## src/rtl/cv32e40p_div_operand_issue.sv

```systemverilog
// ============================================================================
// Module      : cv32e40p_div_operand_issue
// Description : Operand capture and issue front-end for the serial divider.
//               Handles one div/rem request at a time and returns its result.
// Revision    : 1.0 - initial release
// ============================================================================
`default_nettype none

module cv32e40p_div_operand_issue #(
    parameter int C_WIDTH     = 32,
    parameter int C_LOG_WIDTH = 6
) (
    input  logic                   Clk_CI,
    input  logic                   Rst_RI,
    input  logic                   ReqVld_SI,
    output logic                   ReqRdy_SO,
    input  logic [C_WIDTH-1:0]     ReqOpA_DI,
    input  logic [C_WIDTH-1:0]     ReqOpB_DI,
    input  logic [1:0]             ReqOpCode_SI,
    input  logic                   Flush_SI,
    output logic [C_WIDTH-1:0]     DivOpA_DO,
    output logic [C_WIDTH-1:0]     DivOpB_DO,
    output logic [C_LOG_WIDTH-1:0] DivOpBShift_DO,
    output logic                   DivOpBIsZero_SO,
    output logic                   DivOpBSign_SO,
    output logic [1:0]             DivOpCode_SO,
    output logic                   DivInVld_SO,
    output logic                   DivOutRdy_SO,
    input  logic                   DivOutVld_SI,
    input  logic [C_WIDTH-1:0]     DivRes_DI,
    output logic                   RspVld_SO,
    input  logic                   RspRdy_SI,
    output logic [C_WIDTH-1:0]     RspRes_DO,
    output logic                   Busy_SO
);

    typedef enum logic [1:0] {
        S_IDLE  = 2'd0,
        S_ISSUE = 2'd1,
        S_WAIT  = 2'd2,
        S_RESP  = 2'd3
    } state_t;

    state_t                 r_state;
    logic [C_WIDTH-1:0]     r_op_a;
    logic [C_WIDTH-1:0]     r_op_b;
    logic [1:0]             r_op_code;
    logic [C_LOG_WIDTH-1:0] r_shift;
    logic                   r_is_zero;
    logic                   r_drop;
    logic [C_WIDTH-1:0]     r_rsp_res;

    logic [C_LOG_WIDTH-1:0] w_shift;
    logic                   w_accept;

    // Normalisation shift: leading zeros of the magnitude-like divisor; signed
    // ops keep one bit of headroom for the sign, unsigned ops shift one further.
    function automatic logic [C_LOG_WIDTH-1:0] f_shift(input logic [C_WIDTH-1:0] b,
                                                       input logic               sgn_op);
        logic                   s;
        logic [C_WIDTH-1:0]     v;
        logic [C_LOG_WIDTH-1:0] c;
        logic                   found;
        s     = sgn_op & b[C_WIDTH-1];
        v     = s ? ~b : b;
        c     = C_LOG_WIDTH'(C_WIDTH - 1);
        found = 1'b0;
        for (int i = C_WIDTH - 1; i >= 0; i--) begin
            if (!found && v[i]) begin
                c     = C_LOG_WIDTH'(C_WIDTH - 1 - i);
                found = 1'b1;
            end
        end
        return c + (sgn_op ? C_LOG_WIDTH'(0) : C_LOG_WIDTH'(1));
    endfunction

    always_comb begin
        w_shift = f_shift(ReqOpB_DI, ReqOpCode_SI[0]);
    end

    assign ReqRdy_SO    = (r_state == S_IDLE) && !Flush_SI && !Rst_RI;
    assign w_accept     = ReqVld_SI && ReqRdy_SO;
    assign DivInVld_SO  = (r_state == S_ISSUE) && !Flush_SI;
    assign DivOutRdy_SO = (r_state == S_WAIT);
    assign RspVld_SO    = (r_state == S_RESP);
    assign Busy_SO      = (r_state != S_IDLE);

    assign DivOpA_DO       = r_op_a;
    assign DivOpB_DO       = r_op_b;
    assign DivOpCode_SO    = r_op_code;
    assign DivOpBShift_DO  = r_shift;
    assign DivOpBIsZero_SO = r_is_zero;
    assign DivOpBSign_SO   = r_op_code[0] & r_op_b[C_WIDTH-1];
    assign RspRes_DO       = r_rsp_res;

    always_ff @(posedge Clk_CI or posedge Rst_RI) begin
        if (Rst_RI) begin
            r_state   <= S_IDLE;
            r_op_a    <= '0;
            r_op_b    <= '0;
            r_op_code <= '0;
            r_shift   <= '0;
            r_is_zero <= 1'b0;
            r_drop    <= 1'b0;
            r_rsp_res <= '0;
        end else begin
            case (r_state)
                S_IDLE: begin
                    if (w_accept) begin
                        r_op_a    <= ReqOpA_DI;
                        r_op_b    <= ReqOpB_DI;
                        r_op_code <= ReqOpCode_SI;
                        r_shift   <= w_shift;
                        r_is_zero <= (ReqOpB_DI == '0);
                        r_state   <= S_ISSUE;
                    end
                end
                S_ISSUE: begin
                    r_state <= Flush_SI ? S_IDLE : S_WAIT;
                end
                S_WAIT: begin
                    // The divider cannot be aborted, so a flushed op still waits
                    // for its result and then discards it.
                    if (DivOutVld_SI) begin
                        if (r_drop || Flush_SI) begin
                            r_drop  <= 1'b0;
                            r_state <= S_IDLE;
                        end else begin
                            r_rsp_res <= DivRes_DI;
                            r_state   <= S_RESP;
                        end
                    end else if (Flush_SI) begin
                        r_drop <= 1'b1;
                    end
                end
                S_RESP: begin
                    if (RspRdy_SI || Flush_SI) begin
                        r_state <= S_IDLE;
                    end
                end
                default: r_state <= S_IDLE;
            endcase
        end
    end

endmodule

`default_nettype wire

```

## config.mk

```make
export PLATFORM = sky130hd
export DESIGN_NAME = cv32e40p_div_operand_issue
export DESIGN_NICKNAME = d
export VERILOG_FILES = /design/src/rtl/cv32e40p_div_operand_issue.sv
export SDC_FILE = /design/constraint.sdc
export NUM_CORES = 1
export LEC_CHECK = 0
export CORE_MARGIN = 10
export CORE_UTILIZATION = 30
export CTS_CLUSTER_SIZE = 28
export DETAILED_ROUTE_END_ITERATION = 8
export GPL_TIMING_DRIVEN = 0
export PLACE_DENSITY = 0.6
export SLEW_MARGIN = 30
export SYNTH_ARGS = -nofsm -noshare
export SYNTH_HDL_FRONTEND = slang
export SYNTH_SLANG_ARGS = --single-unit
```

## constraint.sdc

```tcl
create_clock -name Clk_CI -period 5.5 [get_ports Clk_CI]
set_input_delay 1.1 -clock Clk_CI [delete_from_list [all_inputs] [get_ports Clk_CI]]
set_output_delay 1.1 -clock Clk_CI [all_outputs]
set_load 0.05 [all_outputs]
```

Word level (Yosys, flattened, before mapping)
Index checks and enable logic that the tools add are counted.
W data, S select, Z words.
{"block": "word_totals", "reg_bits": 108, "in_bits": 104, "output_inout_bits": 111, "wordCells": 172}
{"block": "op_classes", "addsub": 1, "eq_ne": 7, "muxes": 74, "n_bitwise": 4, "reduce_logical": 78}
{"operator": "$mux W6", "count": 30}
{"operator": "$logic_and A1 B1 Y1", "count": 35}
{"operator": "$mux W1", "count": 35}
{"operator": "$logic_not A1 Y1", "count": 33}
{"operator": "$logic_not A32 Y1", "count": 1}
{"operator": "$mux W32", "count": 1}
{"operator": "$not A32 Y32", "count": 1}
{"operator": "$mux W2", "count": 5}
{"operator": "$mux W5", "count": 2}
{"operator": "$reduce_and A3 Y1", "count": 3}
{"operator": "$pmux W2 S4", "count": 1}
{"operator": "$add A6 B1 Y6", "count": 1}
{"operator": "$ne A2 B1 Y1 const B", "count": 3}
{"operator": "$eq A2 B2 Y1 const B", "count": 2}
{"operator": "$reduce_bool A2 Y1", "count": 2}
{"operator": "$and A1 B1 Y1", "count": 2}
{"operator": "$eq A2 B1 Y1 const B", "count": 1}
{"operator": "$logic_not A2 Y1", "count": 1}
{"operator": "$logic_or A1 B1 Y1", "count": 2}
{"operator": "$ne A2 B2 Y1 const B", "count": 1}
{"operator": "$reduce_and A2 Y1", "count": 1}
{"operator": "$not A1 Y1", "count": 1}

Longest topological paths before layout
{"block": "depth", "depth_word": 97, "mapped_depth": 14, "mapped_depth_nobuf": 12}

Worst setup path after synthesis
Ideal clock, no wire load.
{"block": "synth_path", "kind": "input -> register", "startpoint": "input port ReqOpB_DI[31]", "endpoint": "register r_shift[4], in the netlist DivOpBShift_DO[4]", "setup_ns": 0.136, "arrival_time_ns": 3.609, "required_time_ns": 5.364, "slack_ns": 1.755, "stages": 14, "n_path_buf": 2, "path_cell_list": "buf_2 > and2_1 > buf_2 > mux2i_1 > a21o_1 > nor3_1 > a32oi_1 > nand2_1 > a2111oi_0 > ha_1 > ha_1 > nor4b_1 > xnor2_1 > o21ai_0"}
{"block": "synth_between", "elab_chain_cells": 97, "word_cells_on_any_way": 129, "classes_between": "add/sub (1); mux (64); bitwise (2); reduce/logical (62)"}
{"element": "start, declared", "line_no": "18", "source": "input logic [C_WIDTH-1:0] ReqOpB_DI,"}
{"element": "$and A1 B1 Y1 / $not A32 Y32 (equally long branches)", "line_no": "64, 65"}
{"element": "$mux W32 *", "line_no": "65", "source": "v = s ? ~b : b;"}
{"element": "$mux W1", "line_no": "69", "source": "if (!found && v[i]) begin"}
{"element": "$logic_not A1 Y1", "line_no": "69"}
{"element": "$logic_and A1 B1 Y1", "line_no": "69"}
{"element": "$mux W1", "line_no": "69"}
{"element": "$logic_not A1 Y1", "line_no": "69"}
{"element": "$logic_and A1 B1 Y1", "line_no": "69"}
{"element": "[... 81 more ...]"}
{"element": "$mux W1", "line_no": "69"}
{"element": "$logic_not A1 Y1", "line_no": "69"}
{"element": "$logic_and A1 B1 Y1", "line_no": "69"}
{"element": "$mux W1", "line_no": "69"}
{"element": "$logic_not A1 Y1", "line_no": "69"}
{"element": "$logic_and A1 B1 Y1", "line_no": "69"}
{"element": "$mux W6 *", "line_no": "69"}
{"element": "$add A6 B1 Y6 *", "line_no": "74", "source": "return c + (sgn_op ? C_LOG_WIDTH'(0) : C_LOG_WIDTH'(1));"}
{"element": "end signal, assigned", "line_no": "113", "source": "r_shift <= w_shift;"}
{"element": "end, declared", "line_no": "48", "source": "logic [C_LOG_WIDTH-1:0] r_shift;"}
Mark *: on every way between the ends. The rest lies on a longest branch, timed or not.
A chain may end at the register's enable or synchronous reset.

Worst setup path after layout
{"block": "layout_path", "startpoint": "input port ReqOpCode_SI[0]", "endpoint": "register r_shift[4], in the netlist DivOpBShift_DO[4]"}
{"block": "layout_between", "elab_chain_cells": 97, "word_cells_on_any_way": 129, "classes_between": "add/sub (1); mux (65); bitwise (1); reduce/logical (62)"}
{"element": "start, declared", "line_no": "19", "source": "input logic [1:0] ReqOpCode_SI,"}
{"element": "$and A1 B1 Y1", "line_no": "64", "source": "s = sgn_op & b[C_WIDTH-1];"}
{"element": "$mux W32", "line_no": "65"}
{"element": "$mux W1", "line_no": "69"}
{"element": "$logic_not A1 Y1", "line_no": "69"}
{"element": "$logic_and A1 B1 Y1", "line_no": "69"}
{"element": "$mux W1", "line_no": "69"}
{"element": "$logic_not A1 Y1", "line_no": "69"}
{"element": "$logic_and A1 B1 Y1", "line_no": "69"}
{"element": "[... 81 more ...]"}
{"element": "$mux W1", "line_no": "69"}
{"element": "$logic_not A1 Y1", "line_no": "69"}
{"element": "$logic_and A1 B1 Y1", "line_no": "69"}
{"element": "$mux W1", "line_no": "69"}
{"element": "$logic_not A1 Y1", "line_no": "69"}
{"element": "$logic_and A1 B1 Y1", "line_no": "69"}
{"element": "$mux W6", "line_no": "69"}
{"element": "$add A6 B1 Y6 *", "line_no": "74"}
Marked as above.

==> impl_metrics.csv <==
group,metric,value,unit
outcome,status,"complete, no violations",
synth,synth_edf_count,0,
layout,layout_common_cells,"clkdlybuf4s50_1 (209), dfrtp_1 (108), mux2_2 (95)",
timing,setup_slack,0.9915,ns
synth,ys_async_sr_fraction,1.000,
route,ant_nets,0,
placement,portBuffers,209,
clock_tree,clkLatencyLatePin,0.36,ns
synth,ys_warn_count,0,
critical_path,crit_type,"primary input to register",
timing,min_period_over_period,0.8197,
critical_path,worstRegToRegCells,6,
clock_tree,clockBufferDepth,2,
clock_tree,htree_levels,3,
global_routing,grt_pass1_wl,26.72,mm
floorplan,die_w,149.5,µm
synth,synthFlopType,"dfrtp_1",
run,maxCapViolCount,0,
placement,place_area,7427,µm²
min_path,hp-start,"DivOpB_DO[2]",
critical_path,critPathRequiredTime,5.73,ns
clock_tree,path_clk_slew,0.08,ns
min_path,hold_depth,2,
global_routing,grt_pass1_vias,4668,
floorplan,dieArea,22340,µm²
global_routing,grt_remaining_overflow,0,
min_path,holdPathEnd,"DivOpB_DO[2]",
min_path,hold_class,"register to register",
clock_tree,clock-sinks,108,
global_routing,grt_max_degree,65,
route,vias,4210,
timing,max_slew.worst_pin.slew,0.9331,ns
clock_tree,postCtsSetupBuffers,0,
layout,fin_nets,743,
timing,hold_violations,0,
synth,syn_nets,522,
synth,syn-mean-instance-area,12.08,µm²
clock_tree,postCtsHoldBufs,0,
clock_tree,numCtsBuffers,9,
critical_path,timing.rr.end,"DivOpBShift_DO[1]",
layout,synthToLayoutAreaGrowth,53.51,%
layout,stdcell_area,7717,µm²
route,dr.pass1.iters,4,
clock_tree,cts_resized,0,
floorplan,die_y,149.5,µm
timing,clock_skew,0.006533,ns
synth,synth_cell_type_count,56,
timing,period_needed,4.508,ns
placement,place_ws,0.6892,ns
route,wl_met2,8.614,mm
timing,setup_viol,0,
critical_path,critPathCaptureType,"register",
layout,mostFrequentLayoutCell,"clkdlybuf4s50_1",
route,wl_per_cell,19.98,µm
power,p_clk_frac,0.162,
floorplan,start_util,0.3042,
power,switching_power,1.851,mW
layout,diodes,0,
clock_tree,cts_tree,"done",
route,totalWireLength,17.22,mm
power,p_int,2.172,mW
critical_path,timing.rr.start,"r_state[1]",
synth,ys_ff_latch,108,
layout,fin_util,0.4670,
power,max-vdd-ir-drop,0.3419,mV
global_routing,track_usage,0.1548,
placement,gp_congestion,0.8827,
power,p_comb_frac,0.533,
placement,place_hpwl,13.78,mm
floorplan,io_pins,215,
critical_path,r2r_setup_slack,3.07,ns
global_routing,antenna_found_initial,0,
timing,grt_setup_unrepaired,"false",
route,drt-met1-wl,6.313,mm
timing,slew_violations,0,
route,wl_met3,1.982,mm
floorplan,core,16520,µm²
critical_path,cp_max_fo,10,
critical_path,worstPathArrival,4.74,ns
route,via_per_inst,4.884,
timing,fmax,221.8,MHz
power,seqPwrFrac,0.306,
route,dr.max_layer_used,"met4",
floorplan,rows,47,
clock_tree,root_buffer,"clkbuf_16",
route,drt_iter0_markers,165,
synth,synth_cells,416,
power,power_leakage,3.122,nW
timing,relSlewSlack,0.3741,
synth,ys_seq_area_frac,0.5376,
route,drc,0,
power,swShare,0.4601,
power,power_density,521.2,nW/µm²
critical_path,cp-start-kind,"primary input",
layout,drive_above_1_share,0.1916,
synth,synth.cell_area,5027,µm²
-- cell families (layout without fill, tap and decap cells) --
family | after synthesis | in the layout | share of synthesized area
muxes | 98 | 98 | 0.2188
AOI/OAI and AO/OA | 68 | 68 | 0.09782
buffers and inverters | 32 | 258 | 0.02539
DFF | 108 | 108 | 0.5376
adders and majority gates | 2 | 2 | 0.004977
xor gates and xnor gates | 4 | 4 | 0.006970
and+or+nand+nor | 104 | 104 | 0.1085
-- cell usage after synthesis (3+ instances only) --
library cell  instances  share of area
o31ai_1               3         0.0045
buf_2                 3         0.0030
nor2b_1               5         0.0062
clkbuf_1             16          0.012
nand3_1              14          0.014
a21oi_1              13          0.013
dfrtp_1             108           0.54
and2_1                4         0.0050
nor3_1               17          0.017
nor2_1               14          0.010
and3_1                3         0.0037
a31oi_1               5         0.0062
o21ai_0              16          0.016
a211oi_1              4         0.0060
a32oi_1               4         0.0070
mux2_2               95           0.21
inv_1                10         0.0075
nand4_1               6         0.0075
nand2b_1              3         0.0037
nand2_1              22          0.016
mux2i_1               3         0.0060
-- power groups by stage --
stage | clock [mW] | sequential (mW) | combinational, mW
2_1_floorplan | 0 | 2.23 | 0.352
3_3_place_gp | 0 | 1.23 | 2.15
3_5_place_dp | 0 | 1.24 | 2.16
4_1_cts | 0.673 | 1.23 | 2.17
5_1_grt | 0.698 | 1.27 | 2.24
6_report | 0.650 | 1.23 | 2.14
-- sequential cells by signal (all words and copies together) (netlist names) --
signal,count
DivOpA_DO,32
DivOpBIsZero_SO,1
DivOpBShift_DO,6
DivOpB_DO,32
DivOpCode_SO,2
RspRes_DO,32
r_drop,1
r_state,2
-- cell type report --
class                   count  area, µm²
clock inverters             5      47.55
well taps                 220      275.3
multi-input cells         276       2197
clock buffers              11      242.7
plain buffers              22      90.09
inverters                  10      42.54
fillers                  1514       8807
flip-flops and latches    108       2703
repair buffers            210       2120
-- metrics by stage --
| step | hold WS, ns | setup TNS [ns] | cells | power [mW] |
|---|---|---|---|---|
| after floorplan | 0.5079 | 0 | 416 | 2.578 |
| after global placement | 0.4728 | -10.38 | 845 | 3.384 |
| after detailed placement | 0.4753 | 0 | 846 | 3.408 |
| after CTS | 0.4926 | 0 | 862 | 4.078 |
| after global routing | 0.5184 | 0 | 862 | 4.206 |
| final | 0.4885 | 0 | 862 | 4.022 |
-- how the worst max path moves through the flow --
stage | from | to | slack, ns | cells after the start
4_1_cts | ReqOpCode_SI[0] | DivOpBShift_DO[4] | 1.07 | 14
3_3_place_gp | Rst_RI | DivOpB_DO[15] | -0.10 | 2
6_report | ReqOpCode_SI[0] | DivOpBShift_DO[4] | 0.99 | 14
5_1_grt | ReqOpB_DI[29] | DivOpBShift_DO[4] | 0.73 | 13
2_1_floorplan | Rst_RI | DivOpA_DO[0] | 1.55 | 1
3_5_place_dp | ReqOpCode_SI[0] | DivOpBShift_DO[4] | 0.69 | 14
-- critical path, cell delays in order --
cell and delay (ns):
clkdlybuf4s50_1 0.51, buf_4 0.20, nand2_2 0.16, or3_1 0.45
a211oi_1 0.82, nand2_1 0.17, a21oi_1 0.19, nand4b_1 0.16
a2111oi_0 0.08, ha_1 0.24, ha_1 0.22, nor4b_1 0.16
xnor2_1 0.18, o21ai_0 0.09
-- layer usage --
metal,vias up,track usage
met5,-,0
met4,0,0.05888
met3,25,0.07760
met2,165,0.2640
met1,2047,0.1597
li1,1973,-
(Power assumes the default switching activity.)
